===== config.mk =====
export PLATFORM = sky130hd
export DESIGN_NAME = regfile_wb_arbiter_flat
export DESIGN_NICKNAME = d
export VERILOG_FILES = /design/src/rtl/regfile_wb_arbiter_if.sv /design/src/rtl/regfile_wb_arbiter.sv /design/src/flat_wrapper.sv
export SDC_FILE = /design/constraint.sdc
export NUM_CORES = 1
export LEC_CHECK = 0
export CAP_MARGIN = 20
export CELL_PAD_IN_SITES_DETAIL_PLACEMENT = 1
export CELL_PAD_IN_SITES_GLOBAL_PLACEMENT = 1
export CORE_MARGIN = 3
export CORE_UTILIZATION = 32
export DETAILED_ROUTE_END_ITERATION = 10
export PLACE_DENSITY_LB_ADDON = 0.12
export REMOVE_ABC_BUFFERS = 1
export SETUP_SLACK_MARGIN = 0.1
export SYNTH_ARGS = -nofsm -noshare
export SYNTH_HDL_FRONTEND = slang
export SYNTH_SLANG_ARGS = --single-unit

===== constraint.sdc =====
create_clock -name clk -period 3.1 [get_ports clk]
set_input_delay 0.31 -clock clk [delete_from_list [all_inputs] [get_ports clk]]
set_output_delay 0.31 -clock clk [all_outputs]
set_load 0.02 [all_outputs]

===== src/rtl/regfile_wb_arbiter_if.sv =====
// Write-port bus between the two writeback requesters, the register file and regfile_wb_arbiter.
// Optional read-bypass signals exist only when REGFILE_WB_ARBITER_BYPASS_EN is defined.
interface regfile_wb_arbiter_if #(
    parameter int unsigned DATA_W = 32,
    parameter int unsigned ADDR_W = 5
);
    logic              req_a;
    logic [ADDR_W-1:0] addr_a;
    logic [DATA_W-1:0] data_a;
    logic              gnt_a;
    logic              req_m;
    logic [ADDR_W-1:0] addr_m;
    logic [DATA_W-1:0] data_m;
    logic              gnt_m;
    logic              clear_req;
    logic              we;
    logic [ADDR_W-1:0] waddr;
    logic [DATA_W-1:0] wdata;
    logic              init_done;
`ifdef REGFILE_WB_ARBITER_BYPASS_EN
    logic [ADDR_W-1:0] raddr;
    logic [DATA_W-1:0] rdata_in;
    logic [DATA_W-1:0] rdata_out;

    modport slave (
        input  req_a, addr_a, data_a, req_m, addr_m, data_m, clear_req, raddr, rdata_in,
        output gnt_a, gnt_m, we, waddr, wdata, init_done, rdata_out
    );
    modport master (
        output req_a, addr_a, data_a, req_m, addr_m, data_m, clear_req, raddr, rdata_in,
        input  gnt_a, gnt_m, we, waddr, wdata, init_done, rdata_out
    );
`else
    modport slave (
        input  req_a, addr_a, data_a, req_m, addr_m, data_m, clear_req,
        output gnt_a, gnt_m, we, waddr, wdata, init_done
    );
    modport master (
        output req_a, addr_a, data_a, req_m, addr_m, data_m, clear_req,
        input  gnt_a, gnt_m, we, waddr, wdata, init_done
    );
`endif
endinterface


===== src/rtl/regfile_wb_arbiter.sv =====
// Register-file write-port controller: round-robin A/M writeback arbitration, clear sequence,
// $zero protection. Define REGFILE_WB_ARBITER_BYPASS_EN to add write-to-read forwarding.
module regfile_wb_arbiter #(
    parameter int unsigned DATA_W         = 32,
    parameter int unsigned ADDR_W         = 5,
    parameter int unsigned NUM_REGS       = 32,
    parameter bit          CLEAR_ON_RESET = 1'b1
) (
    input logic                  clk,
    input logic                  rst_n,
    regfile_wb_arbiter_if.slave  bus
);
    typedef enum logic [0:0] {StClear, StArb} state_t;

    localparam state_t            RST_STATE = CLEAR_ON_RESET ? StClear : StArb;
    localparam logic [ADDR_W-1:0] LAST_ADDR = ADDR_W'(NUM_REGS - 1);

    state_t            state_q, state_d;
    logic [ADDR_W-1:0] cnt_q, cnt_d;
    logic              ptr_q, ptr_d;  // 0: A favoured, 1: M favoured
    logic              we_q, we_d;
    logic [ADDR_W-1:0] waddr_q, waddr_d;
    logic [DATA_W-1:0] wdata_q, wdata_d;
    logic              init_done_q, init_done_d;
    logic              gnt_a, gnt_m;

    always_ff @(posedge clk or negedge rst_n) begin
        if (!rst_n) begin
            state_q     <= RST_STATE;
            cnt_q       <= '0;
            ptr_q       <= 1'b0;
            we_q        <= 1'b0;
            waddr_q     <= '0;
            wdata_q     <= '0;
            init_done_q <= 1'b0;
        end else begin
            state_q     <= state_d;
            cnt_q       <= cnt_d;
            ptr_q       <= ptr_d;
            we_q        <= we_d;
            waddr_q     <= waddr_d;
            wdata_q     <= wdata_d;
            init_done_q <= init_done_d;
        end
    end

    always_comb begin
        state_d = state_q;
        cnt_d   = cnt_q;
        ptr_d   = ptr_q;
        we_d    = 1'b0;
        waddr_d = waddr_q;
        wdata_d = wdata_q;
        gnt_a   = 1'b0;
        gnt_m   = 1'b0;

        unique case (state_q)
            StClear: begin
                we_d    = 1'b1;
                waddr_d = cnt_q;
                wdata_d = '0;
                if (cnt_q == LAST_ADDR) begin
                    cnt_d   = '0;
                    state_d = StArb;
                end else begin
                    cnt_d = cnt_q + 1'b1;
                end
            end
            StArb: begin
                if (bus.clear_req) begin
                    // The restart edge itself launches the WADDR=0 clear write.
                    we_d    = 1'b1;
                    waddr_d = '0;
                    wdata_d = '0;
                    if (NUM_REGS > 1) begin
                        state_d = StClear;
                        cnt_d   = ADDR_W'(1);
                    end
                end else if (init_done_q) begin
                    // Grants wait for INIT_DONE so the last clear write is never overlapped.
                    if (bus.req_a && !(bus.req_m && ptr_q)) begin
                        gnt_a = 1'b1;
                    end else if (bus.req_m) begin
                        gnt_m = 1'b1;
                    end
                    if (gnt_a) begin
                        we_d    = (bus.addr_a != '0);
                        waddr_d = bus.addr_a;
                        wdata_d = bus.data_a;
                        ptr_d   = 1'b1;
                    end else if (gnt_m) begin
                        we_d    = (bus.addr_m != '0);
                        waddr_d = bus.addr_m;
                        wdata_d = bus.data_m;
                        ptr_d   = 1'b0;
                    end
                end
            end
        endcase

        init_done_d = (state_q == StArb) && (state_d == StArb);
    end

    assign bus.gnt_a     = gnt_a;
    assign bus.gnt_m     = gnt_m;
    assign bus.we        = we_q;
    assign bus.waddr     = waddr_q;
    assign bus.wdata     = wdata_q;
    assign bus.init_done = init_done_q;

`ifdef REGFILE_WB_ARBITER_BYPASS_EN
    assign bus.rdata_out = (we_q && (waddr_q == bus.raddr) && (bus.raddr != '0)) ? wdata_q
                                                                               : bus.rdata_in;
`endif
endmodule

===== src/flat_wrapper.sv =====
// flat-port wrapper written by rule: the top's interface ports become plain ports
module regfile_wb_arbiter_flat 
#(
    parameter int unsigned DATA_W         = 32,
    parameter int unsigned ADDR_W         = 5,
    parameter int unsigned NUM_REGS       = 32,
    parameter bit          CLEAR_ON_RESET = 1'b1
)
  (clk, rst_n, bus_req_a, bus_addr_a, bus_data_a, bus_req_m, bus_addr_m, bus_data_m, bus_clear_req, bus_gnt_a, bus_gnt_m, bus_we, bus_waddr, bus_wdata, bus_init_done);
  regfile_wb_arbiter_if #(.DATA_W(DATA_W), .ADDR_W(ADDR_W)) bus_i ();
  input logic clk;
  input logic rst_n;
  input wire logic [$bits(bus_i.req_a)-1:0] bus_req_a;
  input wire logic [$bits(bus_i.addr_a)-1:0] bus_addr_a;
  input wire logic [$bits(bus_i.data_a)-1:0] bus_data_a;
  input wire logic [$bits(bus_i.req_m)-1:0] bus_req_m;
  input wire logic [$bits(bus_i.addr_m)-1:0] bus_addr_m;
  input wire logic [$bits(bus_i.data_m)-1:0] bus_data_m;
  input wire logic [$bits(bus_i.clear_req)-1:0] bus_clear_req;
  output wire logic [$bits(bus_i.gnt_a)-1:0] bus_gnt_a;
  output wire logic [$bits(bus_i.gnt_m)-1:0] bus_gnt_m;
  output wire logic [$bits(bus_i.we)-1:0] bus_we;
  output wire logic [$bits(bus_i.waddr)-1:0] bus_waddr;
  output wire logic [$bits(bus_i.wdata)-1:0] bus_wdata;
  output wire logic [$bits(bus_i.init_done)-1:0] bus_init_done;
  assign bus_i.req_a = bus_req_a;
  assign bus_i.addr_a = bus_addr_a;
  assign bus_i.data_a = bus_data_a;
  assign bus_i.req_m = bus_req_m;
  assign bus_i.addr_m = bus_addr_m;
  assign bus_i.data_m = bus_data_m;
  assign bus_i.clear_req = bus_clear_req;
  assign bus_gnt_a = bus_i.gnt_a;
  assign bus_gnt_m = bus_i.gnt_m;
  assign bus_we = bus_i.we;
  assign bus_waddr = bus_i.waddr;
  assign bus_wdata = bus_i.wdata;
  assign bus_init_done = bus_i.init_done;
  regfile_wb_arbiter #(.DATA_W(DATA_W), .ADDR_W(ADDR_W), .NUM_REGS(NUM_REGS), .CLEAR_ON_RESET(CLEAR_ON_RESET)) u_core (.clk(clk), .rst_n(rst_n), .bus(bus_i));
endmodule

==> results of run 1 <==
==> cell families (layout without fill, tap and decap cells) <==
group,count (synthesis),count (layout)
and+or+nand+nor,20,20
muxes,32,32
xor gates and xnor gates,2,2
adders and majority gates,2,2
buffers and inverters,23,142
DFF,46,46
AOI/OAI and AO/OA,57,57
==> power by group through the flow <==
stage	registers, W	logic (W)	clock network [W]
global placement	0.000750	0.000527	0
CTS	0.000741	0.000541	0.000357
floorplan	0.000781	0.000231	0
global route	0.000753	0.000579	0.000388
finish	0.000741	0.000529	0.000344
detailed placement	0.000753	0.000541	0
==> Yosys cell counts (all sizes together) <==
| cell type | instances | share of area, % |
|---|---|---|
| a21bo | 1 | 0.44 |
| a21boi | 1 | 0.50 |
| a21oi | 2 | 0.44 |
| a221oi | 1 | 0.66 |
| a22o | 1 | 0.39 |
| a32o | 1 | 0.44 |
| and3 | 1 | 0.28 |
| buf | 10 | 4.6 |
| clkbuf | 2 | 0.33 |
| dfrtp | 46 | 51 |
| ha | 2 | 1.1 |
| inv | 11 | 1.8 |
| mux2i | 32 | 14 |
| nand2 | 3 | 0.50 |
| nand2b | 1 | 0.61 |
| nand3 | 2 | 0.44 |
| nor2 | 3 | 0.61 |
| nor2b | 2 | 0.55 |
| nor3 | 6 | 1.3 |
| o211ai | 1 | 0.33 |
| o21a | 1 | 0.66 |
| o21ai | 3 | 0.66 |
| o22ai | 2 | 0.55 |
| o2bb2ai | 32 | 12 |
| o31ai | 1 | 0.33 |
| o32a | 1 | 0.44 |
| o32ai | 9 | 3.5 |
| or4 | 2 | 0.66 |
| xnor2 | 1 | 0.39 |
| xor2 | 1 | 0.39 |
==> final timing paths <==
kind,from,end,depth (start not counted)
setup / recovery,u_core.state_q,bus_gnt_m,5
hold / removal,rst_n,u_core.bus.wdata[29],1
setup reg to reg,u_core.state_q,u_core.bus.wdata[28],5
hold reg to reg,u_core.bus.wdata[24],u_core.bus.wdata[24],1
max in group asynchronous,rst_n,u_core.bus.wdata[8],2
min in group clk,u_core.bus.wdata[24],u_core.bus.wdata[24],1
==> per-stage QoR <==
stage / util (%) / total power, W / cell area [µm²]
after floorplan: - / 0.00101 / 2160
after global placement: 51.4 / 0.00128 / 3510
after detailed placement: 51.4 / 0.00129 / 3510
after CTS: 52.5 / 0.00164 / 3590
after global routing: 52.5 / 0.00172 / 3590
final: 52.5 / 0.00161 / 3590
==> worst reg2reg max path, stage by stage (launching register included) <==
cell	delay (ns)
dfrtp_1	0.52
nand2b_4	0.24
inv_2	0.11
o211ai_1	0.11
buf_4	0.36
o2bb2ai_1	0.15
==> flip-flops by register name, summed over array words and instances (netlist names) <==
register	count
u_core.bus.wdata	32
u_core.bus.waddr	5
u_core.cnt_q	5
u_core.bus.init_done	1
u_core.bus.we	1
u_core.ptr_q	1
u_core.state_q	1
==> area by class of cell <==
class                      instances  share of cell area (%)
inverter                          11                    1.15
sequential                        46                    32.1
timing repair buffer             124                    34.1
tap                               96                    3.35
multi-input combinational        113                    27.2
clock buffer                       7                    2.13
==> cells in the final DEF (no fill, tap or decap) <==
cell             instances
clkdlybuf4s50_1        118
dfrtp_1                 46
mux2i_1                 32
o2bb2ai_1               32
inv_1                   10
o32ai_1                  9
nor3_1                   6
clkbuf_8                 5
buf_4                    5
nand2_1                  3
or4_1                    2
o21ai_1                  2
nand3_1                  2
nor2_1                   2
nor2b_1                  2
o22ai_1                  2
a21oi_1                  2
ha_1                     2
clkbuf_1                 2
and3_1                   1
nand2b_4                 1
o21ai_0                  1
inv_2                    1
a21bo_2                  1
a21boi_4                 1
o21a_4                   1
o31ai_1                  1
nor2_2                   1
o211ai_1                 1
a32o_1                   1
a221oi_2                 1
o32a_1                   1
xnor2_1                  1
a22o_1                   1
xor2_1                   1
buf_2                    1
==> metal layers <==
layer  vias up  GRT usage (%)  wire length [µm]
met5         -              0                 0
met4         0           4.21                61
met3         7           4.77               410
met2        64           29.9              3500
met1      1015           20.1              2830
li1        933              -                 -
==> metrics.cfg, run 1 <==
[pwr]
internal-power_w = 0.00111
power.clock.fraction_pct = 21.3
ir_drop_uv = 201
share_comb_of_total_power_pct = 32.8
power_density_nw_per_um2 = 450
pwr-share-seq_pct = 45.9
swShare_pct = 31.2
p_leak_nw = 1.52
p_switching_w = 0.000504

[route]
totalWireLength_um = 6800
via_per_inst = 5.09
vias = 2019
dr.pass1.iters = 4
postRouteAntennaNets = 0
wl_per_cell_um = 17.1
drc = 0
initialDrtViolationCount = 86

[timing]
setup_ws_ns = 0.659
rsz0062_at_grt = false
worst_pin_slew_ns = 0.679
period_needed_ns = 2.44
fin_setup_tns_ns = 0
fmax_mhz = 410
hold_viol = 0
finalSetupViolations = 0
hold_ws_ns = 0.0465
maxSlewViolCount = 0
timing.slew.headroom_pct = 54.8
fin_crit_sh_pct = 78.7
finalClockSkew_ns = 0.00339

[global_routing]
grt_pass1_wl_um = 11100
overflow = 0
track_usage_pct = 16.9
grt_pass1_vias = 2104
grt_start_max_net_pins = 33
antenna_found_initial = 0

[setup_path]
slowest_delay_ns = 0.62
cp_cell_sequence = nand2b_4 > inv_2 > nand3_1 > nor2_1 > clkdlybuf4s50_1
worstPathMaxFanout = 14
r2r_setup_slack_ns = 1.49
crit_family = buffers and inverters
cp_num_buf_inv = 2
critPathSlowestCell = clkdlybuf4s50_1
worst_setup_path_start_kind = flop
end_kind = output pin
cp_data_arrival_time_ns = 2.13
required_ns = 2.79
path_class = flop to output pin

[placed_design]
io_buffers = 119
dp_cells = 390
dp_hpwl_um = 5270
place_ws_ns = 0.784
gp_congestion = 0.794

[synthesis]
synth_top_family_by_area = compound AO/OA/AOI/OAI gates
synth_compound_area_share_pct = 21.7
yosysSeqAreaShare_pct = 50.7
synth_xor_area_share_pct = 0.771
synth_cell_type_count = 36
synthCells = 182
synth_simple_gate_area_share_pct = 4.96
yosys_register_bits = 46
syn_area_um2 = 2270
ys_warn_count = 0
synth_adder_area_share_pct = 1.10
avgSynthCellArea_um2 = 12.5
synthMuxAreaShare_pct = 14.1

[job]
drv_cap = 0

[floorplan]
num_io_pins = 120
die_area_um2 = 8140
rows = 30
fp.dieW_um = 90.2
core-area_um2 = 6830
die_h_um = 90.2
start_util_pct = 33.2

[clock_network]
clock-sinks = 46
insertion_delay_ns = 0.29
cts_made_buffers = 5
htree_levels = 2
cts_tree = built
cts_setup_buffers = 0
cts-root-buf = clkbuf_8
path_clk_slew_ns = 0.08
cts_resized = 0
cts-hold-fix-buffers = 0
clockBufferDepth = 2

[outcome]
status = finished, final reports clean

[layout]
multi_input_area_um2 = 975
layout-drive-gt1-share_pct = 5.98
area_growth_syn_to_layout_pct = 58.0
fin_nets = 382
antenna-diode-count = 0
seqCellArea_um2 = 1150
final_cells = 397
fill_cells = 746

[worst_hold_path]
hold_path_class = input pin to async pin

No activity file was read; power rests on OpenSTA's default activity.
==> inputs of run 2 (changes only) <==
- CORE_UTILIZATION: 32 -> 29
- clock period: 3.1 -> 2.4 ns (I/O delays scaled with it)
==> run 2 against run 1 <==
  * Routed wire length grew 1.8%
  * Sequential cell count is the same
  * Core utilization shrank 3.2 points
==> metrics.cfg, run 2 (synthesized netlist as in run 1, its figures left out) <==
[global_routing]
grt_start_max_net_pins = 47
track_usage_pct = 15.8
grt_pass1_vias = 2116
overflow = 0
antenna_found_initial = 0
grt_pass1_wl_um = 11000

[layout]
fin_util_pct = 49.3
antenna-diode-count = 0
mostFrequentLayoutCell = clkdlybuf4s50_1
fin_nets = 382
layout-drive-gt1-share_pct = 6.29
multi_input_area_um2 = 975
seqCellArea_um2 = 1150
area_growth_syn_to_layout_pct = 60.7
fill_cells = 778
largest_reg_flops = 32
final_cell_mix = clkdlybuf4s50_1, dfrtp_1, mux2i_1, o2bb2ai_1, inv_1

[setup_path]
cp_data_arrival_time_ns = 1.95
worst_setup_path_start_kind = flop
worstPathMaxFanout = 14
required_ns = 2.16
end_kind = output pin
path_class = flop to output pin

[clock_network]
htree_levels = 2
cts_made_buffers = 5
cts-root-buf = clkbuf_8
clock-sinks = 46
path_clk_slew_ns = 0.08
cts_tree = built
insertion_delay_ns = 0.30
cts_setup_buffers = 0
clockBufferDepth = 2

[pwr]
p_switching_w = 0.000670
p_leak_nw = 1.54
pwr-share-seq_pct = 43.3
swShare_pct = 30.2
power_density_nw_per_um2 = 608
share_comb_of_total_power_pct = 31.2
power.clock.fraction_pct = 25.4
ir_drop_uv = 391
internal-power_w = 0.00155

[floorplan]
die_area_um2 = 8930
start_util_pct = 30.7
die_h_um = 94.5
num_io_pins = 120
fp.dieW_um = 94.5
rows = 31
core-area_um2 = 7410

[route]
initialDrtViolationCount = 30
vias = 1988
postRouteAntennaNets = 0
top_layer = met4
met2_length_um = 3170
dr_wl_met3_um = 494
wl_met1_um = 3130
drc = 0
via_per_inst = 4.96
totalWireLength_um = 6930
wl_per_cell_um = 17.3
dr.pass1.iters = 4

[placed_design]
io_buffers = 119
gp_congestion = 0.839
dp_hpwl_um = 5150

[timing]
period_needed_ns = 2.19
fin_crit_sh_pct = 91.1
timing.slew.headroom_pct = 73.6
hold_viol = 0
rsz0062_at_grt = false
fin_setup_tns_ns = 0
finalSetupViolations = 0
worst_pin_slew_ns = 0.395
fmax_mhz = 457
maxSlewViolCount = 0
finalClockSkew_ns = 0.00530

[outcome]
status = finished, final reports clean

[job]
drv_cap = 0

[worst_hold_path]
hold_path_class = input pin to async pin

==> run 2: metrics by stage <==
step	worst slack (ns)	hold slack [ns]	total power, W	area (µm²)	instances
2_1_floorplan	0.0670	-0.0556	0.00131	2160	170
3_3_place_gp	0.255	0.242	0.00166	3530	392
3_5_place_dp	0.245	0.240	0.00166	3530	392
4_1_cts	0.209	0.445	0.00225	3650	401
5_1_grt	0.104	0.475	0.00236	3650	401
6_report	0.213	0.432	0.00222	3650	401
==> run 2: cell type report <==
class,instances,area share (%)
repair buffers,124,34.3
flip-flops and latches,46,31.6
multi-input cells,113,26.7
well taps,99,3.39
clock buffers,7,2.09
inverters,11,1.13
clock inverters,1,0.823
==> run 2: worst max-delay path, stage by stage, from the launching register on <==
cell	delay, ns
dfrtp_2	0.50
nand2b_4	0.16
inv_2	0.14
nand3_1	0.11
nor2_1	0.11
clkdlybuf4s50_1	0.62
==> run 2: path summary, 6_finish.rpt <==
| path | start | end | slack, ns | depth (start not counted) |
|---|---|---|---|---|
| worst min-delay path | rst_n | u_core.ptr_q | 0.43 | 3 |
| worst max-delay path | u_core.state_q | bus_gnt_m | 0.21 | 5 |
| max in group asynchronous | rst_n | u_core.state_q | 1.73 | 3 |
| min in group clk | u_core.bus.wdata[1] | u_core.bus.wdata[1] | 0.49 | 1 |
| worst min register to register | u_core.bus.wdata[1] | u_core.bus.wdata[1] | 0.49 | 1 |
| worst max register to register | u_core.state_q | u_core.bus.wdata[18] | 0.87 | 5 |
==> run 2: what timing repair did <==
action                                 in CTS  in global routing
endpoints found under the hold margin      46                  0
setup endpoints to repair                   1                  0
hold buffers                                1                  0
resized for setup                           1                  0
==> run 2: routing by layer <==
layer / vias up / GRT usage (%)
met5: - / 0
met4: 0 / 5.17
met3: 11 / 3.82
met2: 74 / 25.1
met1: 965 / 21.3
li1: 938 / -
==> run 2: power by group through the flow <==
stage                     logic (W)  clock network, W  registers, W
after floorplan            0.000298                 0       0.00101
after global placement     0.000689                 0      0.000973
after detailed placement   0.000688                 0      0.000973
after CTS                  0.000699          0.000587      0.000962
after global routing       0.000769          0.000615      0.000978
final                      0.000694          0.000565      0.000962
==> inputs of run 3 (changes only) <==
- MAX_ROUTING_LAYER: unset -> met4
- clock period: 2.4 -> 2.1 ns (I/O delays scaled with it)
==> run 3 against run 2 <==
  * The flow now finishes with violations (hold timing)
  * Count of clock-buffer cells in the layout shrank 2
  * Largest power group unchanged
  * Global-route usage grew 0.87 points
  * Via count grew 1.2%
  * Sequential cell count is the same
  * Highest routed layer unchanged
==> metrics.cfg, run 3 (synthesized netlist as in run 1, its figures left out) <==
[timing]
timing.slew.headroom_pct = 60.0
fin_setup_tns_ns = 0
worst_pin_slew_ns = 0.600
finalSetupViolations = 0
rsz0062_at_grt = false
maxSlewViolCount = 0
finalClockSkew_ns = 0.0125
fin_crit_sh_pct = 91.3
hold_viol = 9
fmax_mhz = 521
hold_ws_ns = -0.0236
period_needed_ns = 1.92

[global_routing]
antenna_found_initial = 0
grt_pass1_vias = 2219
overflow = 0
grt_start_max_net_pins = 47
track_usage_pct = 16.7
grt_pass1_wl_um = 11500

[layout]
fill_cells = 794
seqCellArea_um2 = 1150
largest_reg_flops = 32
antenna-diode-count = 0
layout-drive-gt1-share_pct = 9.09
area_growth_syn_to_layout_pct = 63.4
fin_nets = 388
final_cell_mix = clkdlybuf4s50_1, dfrtp_1, mux2i_1, o2bb2ai_1, inv_1
mostFrequentLayoutCell = clkdlybuf4s50_1
multi_input_area_um2 = 975
fin_util_pct = 50.1

[pwr]
p_leak_nw = 1.57
power_density_nw_per_um2 = 690
ir_drop_uv = 430

[floorplan]
die_h_um = 94.5
core-area_um2 = 7410
num_io_pins = 120
start_util_pct = 30.7
fp.dieW_um = 94.5
die_area_um2 = 8930
rows = 31

[route]
top_layer = met4
drc = 0
met2_length_um = 3320
dr.pass1.iters = 4
via_per_inst = 4.94
totalWireLength_um = 7030
initialDrtViolationCount = 38
dr_wl_met3_um = 451
vias = 2012
wl_met1_um = 3200
postRouteAntennaNets = 0
wl_per_cell_um = 17.3

[clock_network]
cts-root-buf = clkbuf_8
path_clk_slew_ns = 0.09
insertion_delay_ns = 0.30
cts_setup_buffers = 0
cts_made_buffers = 5
cts_tree = built
clockBufferDepth = 2
clock-sinks = 46
htree_levels = 2

[outcome]
violations = hold timing
status = finished with violations

[job]
drv_cap = 0

[setup_path]
cp_data_arrival_time_ns = 1.71
worst_setup_path_start_kind = flop
path_class = flop to output pin
end_kind = output pin
required_ns = 1.89
worstPathMaxFanout = 5

[worst_hold_path]
hold_path_class = input pin to async pin

[placed_design]
io_buffers = 119
gp_congestion = 0.875
dp_hpwl_um = 5350

[run 3: cell types whose count changed in the layout (fill, tap and decap cells not counted), sizes merged]
cell,change
buf,+7
dlygate4sd2,+1
clkinvlp,+2
clkdlybuf4s50,-1
clkbuf,-2
dlygate4sd3,-1
[run 3: timing repair]
action | CTS | global route
hold endpoints to repair | 0 | 0
hold buffers | 0 | 0
endpoints found under the setup margin | 1 | 0
resized for setup | 2 | 0
[run 3: stage by stage]
step / cell area, µm² / setup slack (ns) / cells / hold WS (ns) / total power, W
global placement: 3600 / 0.187 / 399 / 0.351 / 0.00190
detailed placement: 3600 / 0.213 / 399 / 0.345 / 0.00191
floorplan: 2160 / -0.203 / 170 / -0.0856 / 0.00149
finish: 3710 / 0.182 / 407 / -0.0236 / 0.00256
CTS: 3710 / 0.166 / 407 / 0.00579 / 0.00261
global route: 3710 / 0.104 / 407 / 0.0412 / 0.00274
[run 3: area by class of cell]
| class | instances | share of cell area [%] |
|---|---|---|
| clock buffers | 5 | 1.85 |
| clock inverters | 3 | 1.21 |
| flip-flops and latches | 46 | 31.1 |
| inverters | 11 | 1.11 |
| multi-input cells | 113 | 26.3 |
| well taps | 99 | 3.34 |
| repair buffers | 130 | 35.2 |
[run 3: path summary, 6_finish.rpt]
kind | slack [ns] | cells past startpoint | startpoint | to
worst max-delay path | 0.18 | 5 | u_core.state_q | bus_gnt_m
worst min-delay path | -0.02 | 2 | rst_n | u_core.ptr_q
worst max register to register | 0.69 | 6 | u_core.cnt_q[0] | u_core.cnt_q[0]
worst min register to register | 0.49 | 1 | u_core.bus.wdata[22] | u_core.bus.wdata[22]
max in group asynchronous | 1.69 | 2 | rst_n | u_core.bus.init_done
min in group clk | 0.49 | 1 | u_core.bus.wdata[22] | u_core.bus.wdata[22]
[run 3: report_power, final]
group	switching [W]	leakage (nW)	internal (W)
logic	0.000368	0.909	0.000433
registers	0.0000913	0.615	0.000997
clock network	0.000315	0.0504	0.000354
[run 3: worst max-delay path, cell delays in order (launching register included)]
cell and delay, ns:
dfrtp_1 0.42, nand2b_4 0.09, inv_2 0.06, nand3_1 0.11, nor2_1 0.11, clkdlybuf4s50_1 0.61
[run 3: layer usage]
metal	up-vias	track usage, %
met2	70	26.7
met5	-	-
met4	0	3.61
met3	5	3.43
met1	992	22.1
li1	945	-
